[config.mk]
export PLATFORM = sky130hd
export DESIGN_NAME = mips_mem_access
export DESIGN_NICKNAME = d
export VERILOG_FILES = /design/src/rtl/mips_mem_access_pkg.sv /design/src/rtl/mem_lane_align.sv /design/src/rtl/mips_mem_access.sv
export SDC_FILE = /design/constraint.sdc
export NUM_CORES = 1
export LEC_CHECK = 0
export ABC_AREA = 1
export CAP_MARGIN = 25
export CORE_MARGIN = 2
export CORE_UTILIZATION = 45
export CTS_CLUSTER_SIZE = 14
export DETAILED_ROUTE_END_ITERATION = 12
export MAX_ROUTING_LAYER = met4
export PLACE_DENSITY = 0.81
export SLEW_MARGIN = 5
export SYNTH_ARGS = -nofsm -noshare
export SYNTH_HDL_FRONTEND = slang
export SYNTH_SLANG_ARGS = --single-unit
[constraint.sdc]
create_clock -name clk -period 1.85 [get_ports clk]
set_clock_uncertainty 0.1 [all_clocks]
set_input_delay 0.2775 -clock clk [delete_from_list [all_inputs] [get_ports clk]]
set_output_delay 0.2775 -clock clk [all_outputs]
set_load 0.01 [all_outputs]
[src/rtl/mips_mem_access_pkg.sv]
// Shared types and helpers for the load/store bus unit.
// Holds the access-size and FSM-state codes and the byte-order swap.
package mips_mem_access_pkg;

    typedef enum logic [1:0] {
        MEM_BYTE = 2'b00,
        MEM_HALF = 2'b01,
        MEM_WORD = 2'b10
    } mem_size_t;

    typedef enum logic [1:0] {
        MEM_IDLE,
        MEM_BUS,
        MEM_RESP
    } mem_state_t;

    // Core words are big-endian; the Avalon bus is little-endian by lane.
    function automatic logic [31:0] swap_endian(input logic [31:0] w);
        return {w[7:0], w[15:8], w[23:16], w[31:24]};
    endfunction

endpackage

[src/rtl/mem_lane_align.sv]
// Byte-lane steering between the big-endian core and the little-endian Avalon lanes.
// Purely combinational: store enables/data, misalign detect, load extract and extend.
module mem_lane_align
    import mips_mem_access_pkg::*;
(
    input  logic [1:0]  i_st_size,
    input  logic [1:0]  i_st_addr,
    input  logic [31:0] i_st_wdata,
    output logic [3:0]  o_st_be,
    output logic [31:0] o_st_wdata,
    output logic        o_misaligned,
    input  logic [1:0]  i_ld_size,
    input  logic [1:0]  i_ld_addr,
    input  logic        i_ld_unsigned,
    input  logic [31:0] i_ld_rdata,
    output logic [31:0] o_ld_data
);

    logic [15:0] w_st_half;
    logic [31:0] w_ld_lane;
    logic [15:0] w_ld_half;

    // Halfword store: lower lane takes the most significant byte.
    assign w_st_half = {i_st_wdata[7:0], i_st_wdata[15:8]};

    always_comb begin
        o_st_be      = 4'b0000;
        o_st_wdata   = 32'h0;
        o_misaligned = 1'b0;
        case (i_st_size)
            MEM_BYTE: begin
                o_st_be    = 4'b0001 << i_st_addr;
                o_st_wdata = {24'h0, i_st_wdata[7:0]} << {i_st_addr, 3'b000};
            end
            MEM_HALF: begin
                if (i_st_addr[0]) begin
                    o_misaligned = 1'b1;
                end else if (i_st_addr[1]) begin
                    o_st_be    = 4'b1100;
                    o_st_wdata = {w_st_half, 16'h0};
                end else begin
                    o_st_be    = 4'b0011;
                    o_st_wdata = {16'h0, w_st_half};
                end
            end
            MEM_WORD: begin
                if (i_st_addr != 2'b00) begin
                    o_misaligned = 1'b1;
                end else begin
                    o_st_be    = 4'b1111;
                    o_st_wdata = swap_endian(i_st_wdata);
                end
            end
            default: o_misaligned = 1'b1;
        endcase
    end

    // Shift the addressed lane down to bit 0 before extracting.
    assign w_ld_lane = i_ld_rdata >> {i_ld_addr, 3'b000};
    assign w_ld_half = {w_ld_lane[7:0], w_ld_lane[15:8]};

    always_comb begin
        o_ld_data = 32'h0;
        case (i_ld_size)
            MEM_BYTE: begin
                o_ld_data = {{24{w_ld_lane[7] & ~i_ld_unsigned}}, w_ld_lane[7:0]};
            end
            MEM_HALF: begin
                o_ld_data = {{16{w_ld_half[15] & ~i_ld_unsigned}}, w_ld_half};
            end
            MEM_WORD: o_ld_data = swap_endian(i_ld_rdata);
            default:  o_ld_data = 32'h0;
        endcase
    end

endmodule

[src/rtl/mips_mem_access.sv]
// Load/store bus unit: one core memory request at a time onto an Avalon-MM master,
// holding through waitrequest stalls and returning extended load data.
module mips_mem_access
    import mips_mem_access_pkg::*;
#(
    parameter int unsigned WAIT_CNT_W = 16
) (
    input  logic                  clk,
    input  logic                  reset_i,
    input  logic                  req_i,
    input  logic                  req_we_i,
    input  logic [1:0]            req_size_i,
    input  logic                  req_unsigned_i,
    input  logic [31:0]           req_addr_i,
    input  logic [31:0]           req_wdata_i,
    output logic                  busy_o,
    output logic                  done_o,
    output logic                  err_o,
    output logic [31:0]           rdata_o,
    output logic [WAIT_CNT_W-1:0] wait_cycles_o,
    output logic [31:0]           address_o,
    output logic                  read_o,
    output logic                  write_o,
    input  logic                  waitrequest_i,
    output logic [31:0]           writedata_o,
    output logic [3:0]            byteenable_o,
    input  logic [31:0]           readdata_i
);

    mem_state_t            r_state;
    mem_state_t            w_state_next;
    logic                  w_accept;
    logic                  w_bus_done;

    logic                  r_we;
    logic [1:0]            r_size;
    logic [1:0]            r_addr_lo;
    logic                  r_unsigned;
    logic                  r_err;
    logic [31:0]           r_address;
    logic [3:0]            r_be;
    logic [31:0]           r_wdata;
    logic                  r_read;
    logic                  r_write;
    logic [31:0]           r_rdata;
    logic [WAIT_CNT_W-1:0] r_wait;

    logic [3:0]            w_st_be;
    logic [31:0]           w_st_wdata;
    logic                  w_misaligned;
    logic [31:0]           w_ld_data;

    mem_lane_align u_lane_align (
        .i_st_size     (req_size_i),
        .i_st_addr     (req_addr_i[1:0]),
        .i_st_wdata    (req_wdata_i),
        .o_st_be       (w_st_be),
        .o_st_wdata    (w_st_wdata),
        .o_misaligned  (w_misaligned),
        .i_ld_size     (r_size),
        .i_ld_addr     (r_addr_lo),
        .i_ld_unsigned (r_unsigned),
        .i_ld_rdata    (readdata_i),
        .o_ld_data     (w_ld_data)
    );

    always_ff @(posedge clk) begin
        if (!reset_i) begin
            r_state <= MEM_IDLE;
        end else begin
            r_state <= w_state_next;
        end
    end

    always_comb begin
        w_state_next = r_state;
        w_accept     = 1'b0;
        w_bus_done   = 1'b0;
        case (r_state)
            MEM_IDLE: begin
                if (req_i) begin
                    w_accept     = 1'b1;
                    w_state_next = w_misaligned ? MEM_RESP : MEM_BUS;
                end
            end
            MEM_BUS: begin
                if (!waitrequest_i) begin
                    w_bus_done   = 1'b1;
                    w_state_next = MEM_RESP;
                end
            end
            MEM_RESP: w_state_next = MEM_IDLE;
            default:  w_state_next = MEM_IDLE;
        endcase
    end

    always_ff @(posedge clk) begin
        if (!reset_i) begin
            r_we       <= 1'b0;
            r_size     <= 2'b00;
            r_addr_lo  <= 2'b00;
            r_unsigned <= 1'b0;
            r_err      <= 1'b0;
            r_address  <= 32'h0;
            r_be       <= 4'b0000;
            r_wdata    <= 32'h0;
            r_read     <= 1'b0;
            r_write    <= 1'b0;
            r_rdata    <= 32'h0;
            r_wait     <= '0;
        end else begin
            if (w_accept) begin
                r_we       <= req_we_i;
                r_size     <= req_size_i;
                r_addr_lo  <= req_addr_i[1:0];
                r_unsigned <= req_unsigned_i;
                r_err      <= w_misaligned;
                r_wait     <= '0;
                // A misaligned request never touches the bus.
                if (!w_misaligned) begin
                    r_address <= {req_addr_i[31:2], 2'b00};
                    r_be      <= w_st_be;
                    r_wdata   <= w_st_wdata;
                    r_read    <= ~req_we_i;
                    r_write   <= req_we_i;
                end
            end
            if (r_state == MEM_BUS) begin
                if (waitrequest_i) begin
                    if (r_wait != '1) begin
                        r_wait <= r_wait + WAIT_CNT_W'(1);
                    end
                end
            end
            if (w_bus_done) begin
                r_read  <= 1'b0;
                r_write <= 1'b0;
                if (!r_we) begin
                    r_rdata <= w_ld_data;
                end
            end
        end
    end

    assign busy_o        = (r_state != MEM_IDLE);
    assign done_o        = (r_state == MEM_RESP);
    assign err_o         = done_o & r_err;
    assign rdata_o       = r_rdata;
    assign wait_cycles_o = r_wait;
    assign address_o     = r_address;
    assign read_o        = r_read;
    assign write_o       = r_write;
    assign writedata_o   = r_wdata;
    assign byteenable_o  = r_be;

endmodule
==> summary.md <==
| Metric | Value |
|---|---|
| Status | `finished, final reports clean` |
| Placed Area | `about 0.0088 mm²` |
| RD Place Congestion | `approximately 0.94` |
| Slew Limit Fails | `0` |
| GR Util All Layers | `between 20% and 30%` |
| Critical Path AT | `around 1.4 ns` |
| Rel. slew slack | `between 60% and 70%` |
| Filler cells | `1063` |
| Clock transition at the registers of the reported paths | `~0.05 ns` |
| P per Cell Area | `799.0 mW/mm²` |
| Gr ovfl total | `0` |
| Hold endpoint | `address_o[12]` |
| Hold Worst Slack | `between 0.3 and 0.4 ns` |
| FF-to-FF path depth | `8` |
| CTS max path bufs | `2` |
| R2r startpoint | `wait_cycles_o[1]` |
| R2r endpoint | `wait_cycles_o[0]` |
| IO buf count | `222` |
| Startpoint Class | `register` |
| Vias per cell | `about 5.2` |
| Critical path endpoint category | `output port` |
| DP Cell Count | `roughly 1300` |
| Synthesized cell area | `roughly 0.006 mm²` |
| Avg Cell Area, Syn | `between 7 and 8 µm²` |
| Synth Warn # | `0` |
| Dpl hpwl | `~14000 µm` |
| CTS root buf | `clkbuf_16` |
| Max Fclk | `between 0.5 and 0.6 GHz` |
| Post-DRT Antenna Nets | `0` |
| Seq cells post-synth | `125` |
| Hold path depth | `3` |
| CTS Sinks | `roughly 130` |
| Non-Filler Instances | `between 1000 and 1500` |
| Die X-Extent | `120.0 µm` |
| Number of global-route vias before repair | `~6600` |
| Maxcap violations | `0` |
| Leakage power | `approximately 3.8 nW` |
| Initial Utilization | `a little under half` |
| Post-layout min period | `~1.8 ns` |
| Max VDD drop | `around 0.66 mV` |
| Area contributors post-synth | `dfxtp_1, nand2_1, nand3_1` |
| Setup violators final | `0` |
| DR pass1 iterations | `5` |
| Initial DRC count | `800` |
| Crit-path max FO | `4` |
| Num CTS Buffers | `17` |
| CTS tree | `built` |
| Layout area overhead | `54.71%` |
| Routed Wire Length | `around 20000 µm` |
| Worst hold path startpoint | `req_addr_i[12]` |
| Slew at the pin closest to its max-slew limit | `0.5558 ns` |
| Yosys top cell area share | `41.32%` |
| Required time of the critical path | `~1.5 ns` |
| First-pass GRT wire length | `roughly 32000 µm` |
| Design Area, Final | `between 0.009 and 0.01 mm²` |
| Post-CTS setup buffers | `0` |
| I/O pins | `~230` |
| Largest net degree at the start of global routing | `36` |
| Die ar. | `0.01440 mm²` |
| Syn Inst Count | `slightly below 900` |
| H-tree Lvls | `4` |
| Worst hold-check path type | `in2reg` |
| Row count | `42` |
| Antenna violations before repair | `0` |
| Reg2reg setup slack | `approximately 0.21 ns` |
| Clock Latency Late Sink | `roughly 0.42 ns` |
| Routed via count | `a little under 7000` |
| Design Power | `approximately 7.5 mW` |
| Drt drc | `0` |
| Final nets | `around 1200` |
| Final period util | `97.47%` |
| DR WL/cell | `roughly 15 µm` |
| Share of cells above drive strength 1 | `14.06%` |
| Sequential fraction of the synthesis area | `41.32%` |
| CP Class | `reg2out` |
| Die Y | `approximately 120 µm` |
| Area leader, netlist | `dfxtp_1` |
| Library cells used by synthesis | `38` |
| Diode count | `0` |
| Unrepaired setup endpoints after global routing | `no` |
| Core Area | `0.01319 mm²` |
| Final Hold Fails | `0` |
-- layout make-up --
class	count	area (µm²)	area share (%)
Inverter	50	193.9	2.070
Clock inverter	7	87.58	0.9348
Tap cell	176	220.2	2.350
Sequential cell	125	2505	26.74
Timing Repair Buffer	281	2761	29.47
Multi-Input combinational cell	645	3113	33.23
Clock buffer	23	488.0	5.208
-- logic make-up after synthesis --
family                     Yosys count  synth area share (%)
adders and majority gates            1                0.2066
DFF                                125                 41.32
and+or+nand+nor                    481                 34.94
other                                1               0.06192
xor gates and xnor gates             2                0.2893
AOI/OAI and AO/OA                  159                 15.52
buffers and inverters               96                 7.665
-- flip-flops by register name (all words and copies together) (netlist names) --
register	flops
r_we	1
r_state	2
r_err	1
rdata_o	32
write_o	1
read_o	1
writedata_o	32
r_unsigned	1
wait_cycles_o	16
address_o	30
byteenable_o	4
r_size	2
r_addr_lo	2
-- critical path: stages, from the launching register on --
cell and delay (ns):
dfxtp_1 0.34, buf_4 0.14, clkdlybuf4s50_1 0.53
-- Yosys cell counts --
cell type	instances
nor2_8	1
xor2_1	2
buf_6	6
buf_4	5
nand4_2	2
buf_2	18
nand3_1	99
ha_1	1
o21ai_1	3
nand2_1	244
nor2_2	6
clkinv_2	1
clkinv_1	1
a31oi_1	1
o21ai_0	54
inv_2	6
conb_1	1
inv_4	2
a21oi_1	57
nor3_4	1
inv_1	40
nand2_2	12
a22oi_1	16
nand2_4	1
nand4_1	1
buf_8	1
o21ai_2	19
nor4_1	1
nor2_4	4
or2_2	10
nand3_2	3
nor3_2	1
nor3_1	2
dfxtp_1	125
o21ai_4	1
o211ai_1	8
nor2_1	93
clkbuf_1	16
-- layer usage --
metal	vias up	global-route usage (%)	wire, µm
met2	349	45.35	9340
met3	48	7.842	1768
met1	3097	34.57	8249
met5	-	-	0
met4	0	11.69	563
li1	3344	-	-
-- stage by stage --
stage	setup TNS (ns)	utilization, %	setup slack (ns)
2_1_floorplan	0	-	0.1895
3_3_place_gp	-2.622	66.52	-0.1704
3_5_place_dp	-4.950	66.52	-0.2062
4_1_cts	0	70.87	0.02907
5_1_grt	0	71.03	0.007465
6_report	0	71.03	0.04682
-- worst max path at each step --
stage	from	endpoint	slack, ns	cells past startpoint
after floorplan	wait_cycles_o[1]	wait_cycles_o[5]	0.19	9
after detailed placement	req_addr_i[0]	writedata_o[19]	-0.21	7
after CTS	wait_cycles_o[13]	wait_cycles_o[13]	0.03	2
after global placement	req_addr_i[0]	writedata_o[22]	-0.17	7
after global routing	wait_cycles_o[13]	wait_cycles_o[13]	0.007	2
final	wait_cycles_o[13]	wait_cycles_o[13]	0.05	2
-- layout by cell type (no fill, tap or decap), types with 3 or more instances in the layout --
master and count:
buf_12 8, o21ai_0 54, a22oi_1 16, clkbuf_16 17, inv_2 6, clkbuf_8 4
o21ai_2 18, buf_4 51, nor2_1 93, clkinv_2 5, nand3_1 99, nor2_2 5
clkdlybuf4s50_1 219, dfxtp_1 123, inv_1 40, o21ai_1 3, nand2_1 244, nor2_4 5
nand2_2 12, dlygate4sd2_1 3, o211ai_1 8, a21oi_1 57, or2_2 10
-- power by group --
part           leakage, nW  switching (mW)  internal [mW]
sequential            1.02          0.0575           2.80
combinational         2.53           0.705          0.656
clock                0.285            1.17           2.10
total                 3.84            1.93           5.55
-- repair_timing --
action | 4_1_cts | 5_1_grt
pin swaps | 0 | 0
resized for setup | 4 | 4
endpoints found under the setup margin | 4 | 10
hold buffers | 0 | 0
No activity file was read; power rests on OpenSTA's default activity.
